`config.mk`:
```
export PLATFORM = sky130hd
export DESIGN_NAME = pc_fetch_unit
export DESIGN_NICKNAME = d
export VERILOG_FILES = /design/src/rtl/pc_fetch_unit.sv
export SDC_FILE = /design/constraint.sdc
export NUM_CORES = 1
export LEC_CHECK = 0
export CAP_MARGIN = 15
export CORE_ASPECT_RATIO = 1.5
export CORE_MARGIN = 2
export CORE_UTILIZATION = 39
export CTS_CLUSTER_SIZE = 16
export DETAILED_ROUTE_END_ITERATION = 12
export PLACE_DENSITY = 0.7
export SKIP_LAST_GASP = 1
export SYNTH_ARGS = -nofsm -noshare
export SYNTH_HDL_FRONTEND = slang
export SYNTH_SLANG_ARGS = --single-unit
export TNS_END_PERCENT = 1
```
`constraint.sdc`:
```
create_clock -name clk -period 9.3 [get_ports clk]
set_input_delay 0.93 -clock clk [delete_from_list [all_inputs] [get_ports clk]]
set_output_delay 0.93 -clock clk [all_outputs]
set_load 0.03 [all_outputs]
```
`src/rtl/pc_fetch_unit.sv`:
```
// PC stage: holds the fetch PC and selects the next one (jr > jump > branch > pc+4); halt/fault FSM.
// Latency: a redirect shows on pc the cycle after the edge, no bubbles. Backpressure: stall holds pc, state and count.
// Optional PC_BOUNDS_CHECK_EN: an out-of-range next PC is not loaded and the unit parks in FAULT.
module pc_fetch_unit #(
    parameter int              PC_W       = 32,
    parameter logic [PC_W-1:0] RESET_VEC  = '0,
    parameter int              IMEM_DEPTH = 32
) (
    input  logic            clk,
    input  logic            rst,
    input  logic            stall,
    input  logic            branch_taken,
    input  logic [15:0]     branch_off,
    input  logic            jump,
    input  logic [25:0]     jump_idx,
    input  logic            jr,
    input  logic [PC_W-1:0] jr_target,
    input  logic            halt_req,
    output logic [PC_W-1:0] pc,
    output logic [PC_W-1:0] pc_plus4,
    output logic            fetch_valid,
    output logic            halted,
    output logic            fault,
    output logic [31:0]     fetch_count
);

    typedef enum logic [1:0] {S_RUN, S_HALT, S_FAULT} state_t;

`ifdef PC_BOUNDS_CHECK_EN
    localparam bit BOUNDS_EN = 1'b1;
`else
    localparam bit BOUNDS_EN = 1'b0;
`endif
    localparam logic [PC_W-1:0] DEPTH_W = PC_W'(IMEM_DEPTH);

    state_t          state_q, state_d;
    logic [PC_W-1:0] pc_q, pc_d;
    logic [31:0]     cnt_q, cnt_d;
    logic [PC_W-1:0] next_pc, br_pc, jmp_pc, jr_pc;
    logic            out_of_range;

    always_comb begin
        pc_plus4 = pc_q + PC_W'(4);
        jr_pc    = jr_target & ~PC_W'(3);
        jmp_pc   = {pc_plus4[PC_W-1:28], jump_idx, 2'b00};
        br_pc    = pc_plus4 + {{(PC_W-18){branch_off[15]}}, branch_off, 2'b00};

        if (jr)                next_pc = jr_pc;
        else if (jump)         next_pc = jmp_pc;
        else if (branch_taken) next_pc = br_pc;
        else                   next_pc = pc_plus4;

        out_of_range = BOUNDS_EN && ((next_pc >> 2) >= DEPTH_W);

        state_d = state_q;
        pc_d    = pc_q;
        cnt_d   = cnt_q;
        // halt_req still lets the redirect land; the unit stops after it
        if (state_q == S_RUN && !stall) begin
            if (out_of_range) begin
                state_d = S_FAULT;
            end else begin
                pc_d  = next_pc;
                cnt_d = cnt_q + 32'd1;
                if (halt_req) state_d = S_HALT;
            end
        end
    end

    always_ff @(posedge clk or posedge rst) begin
        if (rst) begin
            state_q <= S_RUN;
            pc_q    <= RESET_VEC;
            cnt_q   <= '0;
        end else begin
            state_q <= state_d;
            pc_q    <= pc_d;
            cnt_q   <= cnt_d;
        end
    end

    assign pc          = pc_q;
    assign fetch_count = cnt_q;
    assign fetch_valid = (state_q == S_RUN) && !stall;
    assign halted      = (state_q == S_HALT);
`ifdef PC_BOUNDS_CHECK_EN
    assign fault       = (state_q == S_FAULT);
`else
    assign fault       = 1'b0;
`endif

endmodule
```
==> Yosys cells after proc, flatten, opt, wreduce, memory -nomap -nowiden <==
Cells that the tools add are included.
Widths: inputs -> output; s select.
{ "word_totals": {"in_bits": 81, "word_cells": 13, "out_inout_bits": 99, "ff_bits": 65} }
{ "op_classes": {"add_sub_neg": 3, "reduce_logical": 4, "mux": 3} }
{ "op_table": {"columns": ["operator", "n"], "rows": [
  ["$mux 32", 3],
  ["$add 32x1->32 const B", 1],
  ["$add 32x3->32 const B", 1],
  ["$add 32x32->32", 1],
  ["$logic_not 2->1", 1],
  ["$reduce_and 2->1", 1],
  ["$logic_and 1x1->1", 1],
  ["$logic_not 1->1", 1]
]} }

==> Depth between registers and ports, before layout <==
{ "depth": {"ltp_word": 5, "mapped_depth": 17} }

==> Worst setup path before layout <==
Ideal clock, no wire load.
{ "synth_path": {"kind": "register to register", "start": "reg pc_q[9] (netlist: pc[9])", "end": "reg pc_q[31] (netlist: pc[31])", "arrival_time_ns": 4.050, "stages_incl_launch_ff": 16, "setup_ns": 0.128, "slack_ns": 5.122, "cell_sequence": "dfrtp_1 nand4_1 nor4_2 and2_1 xor2_1 ha_1 clkbuf_1 a21o_1 a221o_1 a21oi_1 o21a_1 o2111ai_1 a21oi_1 o21ba_2 nor3b_1 o22ai_1"} }
{ "synth_between": {"elab_chain_len": 5} }
{ "synth_lines": {"columns": ["item", "line", "source"], "rows": [
  ["start, declared", "37", "logic [PC_W-1:0] pc_q, pc_d;"],
  ["start signal, assigned", "77", "pc_q <= pc_d;"],
  ["$add 32x3->32", "43", "pc_plus4 = pc_q + PC_W'(4);"],
  ["net pc_plus4[16]", "20", "output logic [PC_W-1:0] pc_plus4,"],
  ["$add 32x32->32", "46", "br_pc = pc_plus4 + {{(PC_W-18){branch_off[15]}}, branch_off, 2'b00};"],
  ["$mux 32", "50", "else if (branch_taken) next_pc = br_pc;"],
  ["$mux 32", "49", "else if (jump) next_pc = jmp_pc;"],
  ["$mux 32", "48", "if (jr) next_pc = jr_pc;"]
]} }
The timed path passes the listed nets, and every way through them passes these cells.
A chain may end at the register's enable or synchronous reset.

==> Worst setup path after layout <==
{ "layout_path": {"start": "reg pc_q[9] (netlist: pc[9])", "end": "reg pc_q[27] (netlist: pc[27])"} }
{ "layout_between": {"elab_chain_len": 5} }
{ "layout_lines": {"columns": ["item", "line"], "rows": [
  ["$add 32x3->32 (*)", "43"],
  ["$add 32x32->32", "46"],
  ["$mux 32 (*)", "50"],
  ["$mux 32 (*)", "49"],
  ["$mux 32 (*)", "48"]
]} }
Every way passes the cells marked *; elsewhere a longest branch is shown, timed or not.

==> impl_metrics.toml <==
[outcome]
status = "finished clean"

[critical_path]
arrival_ns = 4.70
crit_fanout = 7
crit_path_frequent_cell = "a21oi_1"
cp_slowest_stage_delay_ns = 0.73
crit_type = "reg2reg"
required_ns = 9.52
path_cells = "nand4_1 > nor4_2 > nand4_1 > xnor2_1 > ha_1 > a21o_1 > a221o_1 > a21oi_1 > o21a_1 > o21ai_0 > a21oi_1 > xor2_1 > a21oi_1 > o21bai_1"
cp_top_family = "compound AO/OA/AOI/OAI gates"
endpoint_kind = "flip-flop"
cp_slowest_cell = "nor4_2"
cp-start-kind = "flip-flop"
cp_num_buf_inv = 0

[cts]
clockBufferDepth = 2
clock-root-buffer = "clkbuf_16"
clkSinkCount = 63
insertion_delay_ns = 0.33
numCtsBuffers = 9
ctsHtreeMaxLevel = 3
cts_resized = 0
cts_hold_buf = 0
clk_pin_slew_ns = 0.06
tritoncts = "done"
cts_setup_buffers = 0

[synth]
synth_edf_count = 0
synth_area_per_cell_um2 = 8.25
synth.ff_latch_count = 63
ys_seq_area_share_pct = 28.7
synth_flop_cell = "dfrtp_1"
yosysUniqueCellTypes = 61
synthArstFlopShare_pct = 100
yosysWarningCount = 0
syn_area_mm2 = 0.00548
synth_cells = 665

[floorplanning]
die_w_um = 101
dieArea_mm2 = 0.0150
rows = 53
die_y_um = 149
io-pin-count = 180
start_util_pct = 39.6
core_mm2 = 0.0139

[route]
top_layer_used = "met4"
wl_met1_um = 7420
drcViolationCount = 0
dr.pass1.iters = 5
met3_length_um = 1090
dr_wl_met2_um = 9920
drt_wl_total_um = 19100
final_antenna_net_count = 0
num_vias = 5760
viasPerCell = 5.78
wire_per_inst_um = 19.2
drtIter0Drc = 302

[power]
p_leak_nw = 3.25
power_density_mw_per_mm2 = 227
peakVddDrop_mv = 0.141

[timing]
worstMarginPinSlew_ns = 1.01
finalHoldViolations = 0
skew_ns = 0.00841
post-route-period-util_pct = 48.2
rsz0062_at_grt = "false"
fmax_ghz = 0.223
min_period_ns = 4.49
drv_slew = 0
setup_violations = 0
setup_tns_ns = 0
relSlewSlack_pct = 32.7

[job]
drv_cap = 0

[grt]
grt_start_max_net_pins = 64
grt_pass1_wl_um = 30200
grt_usage_pct = 25.5
antenna_found_initial = 0
grt_overflow = 0
grt_pass1_vias = 5919

[placed_design]
numPortBuffers = 172
place.gp.congestion = 0.945
dp_hpwl_um = 14300

[cells_and_area]
synthToLayoutAreaGrowth_pct = 39.3
layout_common_cells = "172 x clkdlybuf4s50_1, 66 x xnor2_1, 64 x nand2_1"
layout_commonest_cell = "clkdlybuf4s50_1"
nets = 945
drive_gt1_share_pct = 4.09
antennaDiodeCount = 0
utilization_pct = 55.1

[min_path]
holdCritPathClass = "reg2reg"
layer usage:
layer,up-vias,track usage [%]
li1,2718,-
met1,2752,29.1
met2,251,46.0
met3,39,3.56
met4,0,12.3
met5,-,0
report_power, final:
part	switching (mW)	internal, mW	leakage [nW]
logic	0.560	0.409	2.29
clock network	0.134	0.243	0.155
registers	0.0717	0.317	0.807
total	0.765	0.969	3.25
worst paths after layout:
check / from / depth (start not counted) / to / slack, ns
worst max-delay path: pc[9] / 14 / pc[27] / 4.81
worst min-delay path: state_q[0] / 1 / state_q[0] / 0.48
worst max register to register: pc[9] / 14 / pc[27] / 4.81
worst min register to register: state_q[0] / 1 / state_q[0] / 0.48
max in group asynchronous: rst / 3 / pc[12] / 7.55
min in group asynchronous: rst / 3 / fetch_count[17] / 1.19
cell type report:
| class | count | area (um2) |
|---|---|---|
| Clock buffer | 10 | 239 |
| Sequential cell | 63 | 1580 |
| Inverter | 19 | 71.3 |
| Fill cell | 1290 | 6220 |
| Clock inverter | 6 | 92.6 |
| Multi-Input combinational cell | 554 | 3680 |
| Timing Repair Buffer | 179 | 1770 |
| Tap cell | 165 | 206 |
cell usage after synthesis (all sizes together), types with 2 or more instances:
library cell  count  share of area (%)
clkbuf           18                1.3
nor3              8               0.73
nor2             58                4.0
o21ai            40                3.7
o22ai             5               0.57
a221oi            7                1.2
ha               37                8.4
xor2             17                2.7
xnor2            66                 11
a211o             3               0.48
or3               3               0.34
mux2i             9                1.6
a31oi             7               0.80
o211ai            8                1.1
nand3            32                2.9
a221o             2               0.37
a41oi             2               0.32
a21oi            59                5.4
nor4              3               0.73
a311oi            3               0.48
and4             12                1.9
nor2b             2               0.23
o311a             2               0.37
a21o             19                2.6
and2              4               0.52
nand4            15                1.8
o221ai            3               0.48
and3             21                2.4
a211oi            8                1.1
nand2            64                4.4
dfrtp            63                 29
o21bai            6               0.82
o31ai             3               0.41
buf              15                1.9
o21a              4               0.55
nand2b            6               0.68
inv              19                1.3
per-stage QoR:
| step | area [um2] | cells | power [mW] | worst slack [ns] | hold WS [ns] |
|---|---|---|---|---|---|
| after global routing | 7640 | 996 | 1.84 | 4.46 | 0.497 |
| after CTS | 7640 | 996 | 1.73 | 4.82 | 0.482 |
| after global placement | 7310 | 980 | 1.33 | 4.92 | 0.452 |
| after floorplan | 5500 | 669 | 1.01 | 5.12 | 0.646 |
| after detailed placement | 7310 | 980 | 1.35 | 4.86 | 0.470 |
| final | 7640 | 996 | 1.73 | 4.81 | 0.479 |
state kept, by name (all words and copies together) (netlist names):
name	cells
state_q	1
pc	30
fetch_count	32
logic make-up after synthesis:
kind of cell	after synthesis	share of synthesized area (%)
buf+inv	52	4.43
mux	10	1.92
flops	63	28.7
fa+ha+maj	38	8.81
simple gates	230	20.9
xor+xnor	83	13.3
other cells	1	0.0684
compound gates	188	21.9
(Power assumes the default switching activity.)
